===== config.mk =====
export PLATFORM = sky130hd
export DESIGN_NAME = fetch
export DESIGN_NICKNAME = d
export VERILOG_FILES = /design/src/rtl/fetch_pkg.sv /design/src/rtl/fetch_fifo.sv /design/src/rtl/fetch.sv
export SDC_FILE = /design/constraint.sdc
export NUM_CORES = 1
export LEC_CHECK = 0
export CORE_ASPECT_RATIO = 1.5
export CORE_MARGIN = 2
export CORE_UTILIZATION = 57
export CTS_CLUSTER_DIAMETER = 40
export DETAILED_ROUTE_END_ITERATION = 16
export PLACE_DENSITY = 0.88
export SYNTH_ARGS = -nofsm -noshare
export SYNTH_HDL_FRONTEND = slang
export SYNTH_SLANG_ARGS = --single-unit

===== constraint.sdc =====
create_clock -name clk -period 4.5 [get_ports clk]
set_input_delay 0.9 -clock clk [delete_from_list [all_inputs] [get_ports clk]]
set_output_delay 0.9 -clock clk [all_outputs]
set_load 0.02 [all_outputs]

===== src/rtl/fetch_pkg.sv =====
// Shared constants and PC helpers for the instruction fetch stage.
package fetch_pkg;

    localparam int XLEN       = 32;
    localparam int XLEN_WIDTH = 5;

    localparam logic true  = 1'b1;
    localparam logic false = 1'b0;

    localparam logic [XLEN-1:0] RESET_PC_DEFAULT = 32'h0000_0000;
    localparam logic [XLEN-1:0] INST_NOP         = 32'h0000_0013;

    function automatic logic [XLEN-1:0] word_align(input logic [XLEN-1:0] addr);
        return {addr[XLEN-1:2], 2'b00};
    endfunction

    // Sequential PC step; wraps modulo 2^XLEN.
    function automatic logic [XLEN-1:0] pc_step(input logic [XLEN-1:0] addr);
        return addr + XLEN'(4);
    endfunction

endpackage


===== src/rtl/fetch_fifo.sv =====
// First-word-fall-through instruction buffer with synchronous clear and occupancy count.
module fetch_fifo #(
    parameter int WIDTH = 32,
    parameter int DEPTH = 4,
    localparam int CW   = $clog2(DEPTH) + 1
) (
    input  logic             clk,
    input  logic             rst,
    input  logic             clear,
    input  logic             push,
    input  logic [WIDTH-1:0] push_data,
    input  logic             pop,
    output logic [WIDTH-1:0] head_data,
    output logic [CW-1:0]    count
);

    localparam int AW = $clog2(DEPTH);

    logic [WIDTH-1:0] mem [DEPTH];
    logic [AW-1:0]    wr_ptr_reg;
    logic [AW-1:0]    rd_ptr_reg;
    logic [CW-1:0]    count_reg;

    always_ff @(posedge clk) begin
        if (push && !clear) begin
            mem[wr_ptr_reg] <= push_data;
        end
    end

    always_ff @(posedge clk or negedge rst) begin
        if (!rst) begin
            wr_ptr_reg <= '0;
            rd_ptr_reg <= '0;
            count_reg  <= '0;
        end else if (clear) begin
            wr_ptr_reg <= '0;
            rd_ptr_reg <= '0;
            count_reg  <= '0;
        end else begin
            if (push) begin
                wr_ptr_reg <= wr_ptr_reg + AW'(1);
            end
            if (pop) begin
                rd_ptr_reg <= rd_ptr_reg + AW'(1);
            end
            count_reg <= count_reg + CW'(push) - CW'(pop);
        end
    end

    // Empty buffer presents zero rather than a stale entry.
    assign head_data = (count_reg != '0) ? mem[rd_ptr_reg] : '0;
    assign count     = count_reg;

endmodule


===== src/rtl/fetch.sv =====
// Instruction fetch stage: PC ownership, credit-limited memory requests,
// buffered delivery to decode, and redirect with stale-response discard.
module fetch
    import fetch_pkg::*;
#(
    parameter logic [XLEN-1:0] RESET_PC   = RESET_PC_DEFAULT,
    parameter int              FIFO_DEPTH = 4
) (
    input  logic            clk,
    input  logic            rst,
    input  logic            pc_jump,
    input  logic [XLEN-1:0] pc_jump_addr,
    output logic            imem_req,
    output logic [XLEN-1:0] imem_addr,
    input  logic            imem_gnt,
    input  logic            imem_rvalid,
    input  logic [XLEN-1:0] imem_rdata,
    output logic            inst_valid,
    input  logic            inst_ready,
    output logic [XLEN-1:0] inst,
    output logic [XLEN-1:0] pc,
    output logic            fetch_misaligned
);

    localparam int CW = $clog2(FIFO_DEPTH) + 1;

    logic [XLEN-1:0] fetch_pc_reg;
    logic [XLEN-1:0] head_pc_reg;
    logic [CW-1:0]   outstanding_reg;
    logic [CW-1:0]   drop_reg;
    logic            misaligned_reg;
    logic [CW-1:0]   count;
    logic [CW:0]     credit_used;
    logic            grant;
    logic            push;
    logic            pop;

    // Every granted request owns a buffer slot until it returns or is popped.
    assign credit_used = {1'b0, outstanding_reg} + {1'b0, count};
    assign imem_req    = rst && !pc_jump && (credit_used < (CW+1)'(FIFO_DEPTH));
    assign imem_addr   = fetch_pc_reg;

    assign grant = imem_req && imem_gnt;
    assign push  = imem_rvalid && (drop_reg == '0) && !pc_jump;
    assign pop   = inst_valid && inst_ready && !pc_jump;

    assign inst_valid       = (count != '0);
    assign pc               = head_pc_reg;
    assign fetch_misaligned = misaligned_reg;

    always_ff @(posedge clk or negedge rst) begin
        if (!rst) begin
            fetch_pc_reg    <= RESET_PC;
            head_pc_reg     <= RESET_PC;
            outstanding_reg <= '0;
            drop_reg        <= '0;
            misaligned_reg  <= 1'b0;
        end else begin
            misaligned_reg  <= pc_jump && (pc_jump_addr[1:0] != 2'b00);
            outstanding_reg <= outstanding_reg + CW'(grant) - CW'(imem_rvalid);
            if (pc_jump) begin
                fetch_pc_reg <= word_align(pc_jump_addr);
                head_pc_reg  <= word_align(pc_jump_addr);
                // drop is a subset of outstanding: everything still in flight is now stale.
                drop_reg     <= outstanding_reg - CW'(imem_rvalid);
            end else begin
                if (grant) begin
                    fetch_pc_reg <= pc_step(fetch_pc_reg);
                end
                if (pop) begin
                    head_pc_reg <= pc_step(head_pc_reg);
                end
                if (imem_rvalid && (drop_reg != '0)) begin
                    drop_reg <= drop_reg - CW'(1);
                end
            end
        end
    end

    fetch_fifo #(
        .WIDTH (XLEN),
        .DEPTH (FIFO_DEPTH)
    ) u_fifo (
        .clk       (clk),
        .rst       (rst),
        .clear     (pc_jump),
        .push      (push),
        .push_data (imem_rdata),
        .pop       (pop),
        .head_data (inst),
        .count     (count)
    );

endmodule


* After elaboration in Yosys (flattened, before gate mapping)
Memories as Yosys holds them, arrays and structs flattened.
Cells that the tools add are included.
** Word-level totals
- Flip-flop bits (word level) :: 78
- Memory bits (writable) :: 128
- Input port bits :: 70
- Memories :: 1
** Cells by class
- Add/subtract/negate cells :: 11
- Order comparisons :: 1
- Multiplexer cells :: 14
- Reductions and logical operators :: 19
** Memory list
- u_fifo.mem :: words 4, bits a word 32, rd ports 1, clocked after memory_dff 0, wr ports 1, RTL line fetch_fifo.sv:19 : logic [WIDTH-1:0] mem [DEPTH];
** Operators with widths (number)
- 2-to-1 mux 32 bit :: 5
- adder 32 x 3 -> 32 bit (second input constant) :: 2
- logical AND 1 bit :: 10
- nonzero test 2 bit :: 5
- 2-to-1 mux 3 bit :: 3
- subtractor 3 x 1 -> 3 bit :: 3
- 2-to-1 mux 2 bit :: 4
- adder 3 x 1 -> 3 bit :: 2
- nonzero test 3 bit :: 2
- adder 2 x 1 -> 2 bit (second input constant) :: 2
- adder 3 x 3 -> 4 bit :: 1
- less-than comparator 4 x 3 -> 1 bit (second input constant) :: 1
- zero test 3 bit :: 1
- subtractor 3 x 1 -> 3 bit (second input constant) :: 1
- 2-to-1 mux 1 bit :: 2
- zero test 1 bit :: 1

* Logic depth before layout (Yosys ltp)
- Word-level depth :: 6
- Mapped depth :: 13
- Mapped depth without buffers :: 10

* By module
From an unflattened synthesis, not the netlist that was laid out.
** Unflattened totals
- Cells, all modules :: 646
- Area total of the unflattened synthesis :: 9302.7 µm²
** Modules (own cells, without submodules)
- fetch_fifo :: instances 1, cells each 241, area an instance 5308.8 µm², sequential area each 4018.9 µm²
- fetch :: instances 1, cells each 405, area an instance 3993.8 µm², sequential area each 1676.6 µm²

* Worst setup path before layout
Ideal clock, no wire load.
- Path kind :: input port to flip-flop
- Start :: input pc_jump
- End :: register outstanding_reg[2]
- Arrival :: 2892 ps
- Slack :: 1484 ps
- Stages :: 12
- Cell sequence :: nor4_2 and4_1 buf_4 inv_2 buf_6 buf_2 ha_1 inv_1 ha_1 fa_1 xnor2_1 xnor2_1
** On the way
- Longest elaborated chain between the ends :: 6
** RTL lines
- from (decl) :: RTL line fetch.sv:11 : input logic pc_jump,
- zero test 1 bit :: RTL line fetch.sv:40 : assign imem_req = rst && !pc_jump && (credit_used < (CW+1)'(FIFO_DEPTH));
- logical AND 1 bit (2 in a row) :: RTL line fetch.sv:40
- logical AND 1 bit :: RTL line fetch.sv:43 : assign grant = imem_req && imem_gnt;
- adder 3 x 1 -> 3 bit :: RTL line fetch.sv:60 : outstanding_reg <= outstanding_reg + CW'(grant) - CW'(imem_rvalid);
- subtractor 3 x 1 -> 3 bit :: RTL line fetch.sv:60
- to (signal assigned) :: RTL line fetch.sv:60
- to (decl) :: RTL line fetch.sv:29 : logic [CW-1:0] outstanding_reg;
Every way passes these cells.
A chain may end at the register's enable or synchronous reset.

* Final worst setup path
- Start :: register u_fifo.count_reg[1], in the netlist u_fifo.count[1]
- End :: output inst[27]
** On the way
- Longest elaborated chain between the ends :: 2
** RTL lines
- from (decl) :: RTL line fetch_fifo.sv:22 : logic [CW-1:0] count_reg;
- from (signal assigned) :: RTL line fetch_fifo.sv:46 : count_reg <= count_reg + CW'(push) - CW'(pop);
- nonzero test 3 bit :: RTL line fetch_fifo.sv:51 : assign head_data = (count_reg != '0) ? mem[rd_ptr_reg] : '0;
- 2-to-1 mux 32 bit :: RTL line fetch_fifo.sv:51
- to (decl) :: RTL line fetch.sv:20 : output logic [XLEN-1:0] inst,
Every way passes these cells.

==> flow_summary.yaml <==
clock_network:
  cts_sinks: 202
  cts_tree: "done"
  cts-root-buf: "clkbuf_16"
  post_cts_resized: 0
  cts_buffer_depth: 3
  clk_latency_ps: 490
  cts.clk_slew.worst_paths_ps: 70
  cts_setup_buffers: 0
  htreeDepth: 1
  postCtsHoldBufs: 0
  numCtsBuffers: 21
setup_path:
  path_cells: "or3_1, and2_1, clkdlybuf4s50_1"
  start_kind: "flip-flop"
  critPathSlowestCell: "or3_1"
  arrival_ps: 2590
  critical_path.top_delay_family: "simple AND/OR/NAND/NOR gates"
  slowest_delay_ps: 760
  reg2reg_depth: 10
  crit_buf_inv: 1
  endpoint_kind: "primary output"
  worstSetupPathType: "flip-flop to primary output"
  worst-path-max-fanout: 34
  cp.depth: 3
  required_ps: 3600
min_path:
  hold_path_class: "input pin to async pin"
global_routing:
  globalRoute.totalOverflow: 0
  use_met1: 0.302
  grt.busiest_layer: "met2"
  antenna_found_initial: 0
  grt_use_met3: 0.0503
  grt_pass1_vias: 6413
  track_usage: 0.248
  grt_pass1_wl_mm: 32.8
  gr-usage-met2: 0.439
  grt_max_degree: 59
layout:
  drive_above_1_share: 0.125
  largest_reg_flops: 128
  top_register: "u_fifo.mem"
  final_util: 0.741
  antenna_cells: 0
  syn2layout_area_growth_pct: 27.8
  fillers: 978
  final_net_count: 898
routing:
  wire_per_inst_um: 20.2
  vias: 6057
  ant_nets: 0
  firstDrtPassIters: 4
  drc: 0
  vias_per_cell: 5.90
  drtIter0Drc: 319
  totalWireLength_mm: 20.8
place:
  place_congestion: 0.908
  hpwl_mm: 14.0
  placement.io_buffers: 164
sta:
  finalClockSkew_ps: 9.26
  fin_crit_ps: 3490
  fmax_mhz: 286
  slew_viol_final: 0
  slew_headroom: 0.388
  setup_viol: 0
  finalCritPeriodShare: 0.776
  grt_setup_unrepaired: "false"
  hold_viol: 0
  tightest_slew_ps: 918
  fin_tns_setup_ps: 0
power_and_ir_drop:
  power.total_mw: 5.68
  peakVddDrop_mv: 0.382
  leakagePower_nw: 4.17
  power_density_nw_per_um2: 490
logic_synthesis:
  synth_common_cells: "edfxtp_1, dfrtp_1, nand2_1, and2_1, nand3_1"
  avgSynthCellArea_um2: 14.0
  synth.most_common_cell: "edfxtp_1"
  synth_top_area_cell: "edfxtp_1"
  synth_cell_types: 51
  ys.flop_type: "edfxtp_1"
  synthArstFlopShare: 0.366
  ys_seq_area_frac: 0.628
  synthTopCellsByArea: "edfxtp_1, dfrtp_1, mux4_2"
  synthCells: 646
  synth_edf_count: 128
  synth_top_area_frac: 0.424
  yosysWarnings: 0
  ys_ff_latch: 202
  netlist_area_um2: 9060
floorplan:
  num_rows: 56
  core_region_area_um2: 15600
  die_y_um: 158
  die_w_um: 107
  start_util: 0.580
  io_pins: 169
  dieArea_um2: 16900
status:
  outcome: "complete, no violations"
job:
  cap_viol_max_count: 0
-- power by group --
group	total (mW)	internal, mW	switching [mW]
Sequential	2.27	2.12	0.143
Combinational	1.66	0.821	0.835
Clock	1.75	1.04	0.710
-- cell type report --
type                       instances  area [um2]  share of cell area
tap                              203         254              0.0219
clock buffer                      24         537              0.0463
multi-input combinational        393        3150               0.272
timing repair buffer             173        1710               0.148
sequential                       202        5700               0.492
clock inverter                    13         163              0.0140
inverter                          19        71.3             0.00616
-- cells by family (layout without fill, tap and decap cells) --
logic type | after synthesis | after routing | synth area share
flip-flops | 202 | 202 | 0.628
AO/OA/AOI/OAI | 73 | 73 | 0.0522
adder cells (fa/ha/maj) | 18 | 18 | 0.0265
AND/OR/NAND/NOR | 206 | 206 | 0.125
XOR/XNOR | 47 | 47 | 0.0454
multiplexers | 45 | 45 | 0.0954
buffers and inverters | 54 | 229 | 0.0264
other | 1 | 4 | 0.000414
-- cell usage in the layout (no fill, tap or decap), types with 4 or more instances in the layout --
cell,n
or4_1,4
inv_1,17
buf_4,8
a21oi_1,5
a31oi_1,4
o21ai_0,30
and2_1,36
dfrtp_1,73
nor2_1,22
nor3_1,4
ha_1,16
o211ai_1,16
conb_1,4
mux2_2,11
nand3_1,37
o311ai_0,5
clkdlybuf4s50_1,162
and2_2,4
a21boi_0,6
nand2_1,49
mux4_2,32
clkbuf_16,21
xnor2_1,16
nand4_1,16
and3_1,11
edfxtp_1,128
xor2_1,31
-- path summary, 6_finish.rpt --
path	start	to	slack, ps
min	rst	imem_addr[30]	470
max in group asynchronous	rst	u_fifo.rd_ptr_reg[0]	3520
min in group clk	u_fifo.rd_ptr_reg[1]	u_fifo.rd_ptr_reg[1]	540
max reg2reg	u_fifo.count[1]	outstanding_reg[2]	1770
min reg2reg	u_fifo.rd_ptr_reg[1]	u_fifo.rd_ptr_reg[1]	540
max	u_fifo.count[1]	inst[27]	1010
-- per-layer routing --
metal | vias up | share of wire
met2 | 277 | 0.51
met3 | 44 | 0.082
li1 | 2732 | -
met1 | 3004 | 0.37
met5 | - | 0
met4 | 0 | 0.032
-- stage by stage --
stage / hold WS (ps) / instances / area (um2) / setup WS [ps]
2_1_floorplan: 501 / 649 / 9070 / 1480
3_3_place_gp: 527 / 990 / 10900 / 1490
3_5_place_dp: 530 / 990 / 10900 / 1410
4_1_cts: 477 / 1027 / 11600 / 992
5_1_grt: 498 / 1027 / 11600 / 834
6_report: 475 / 1027 / 11600 / 1010
No activity file was read; power rests on OpenSTA's default activity.
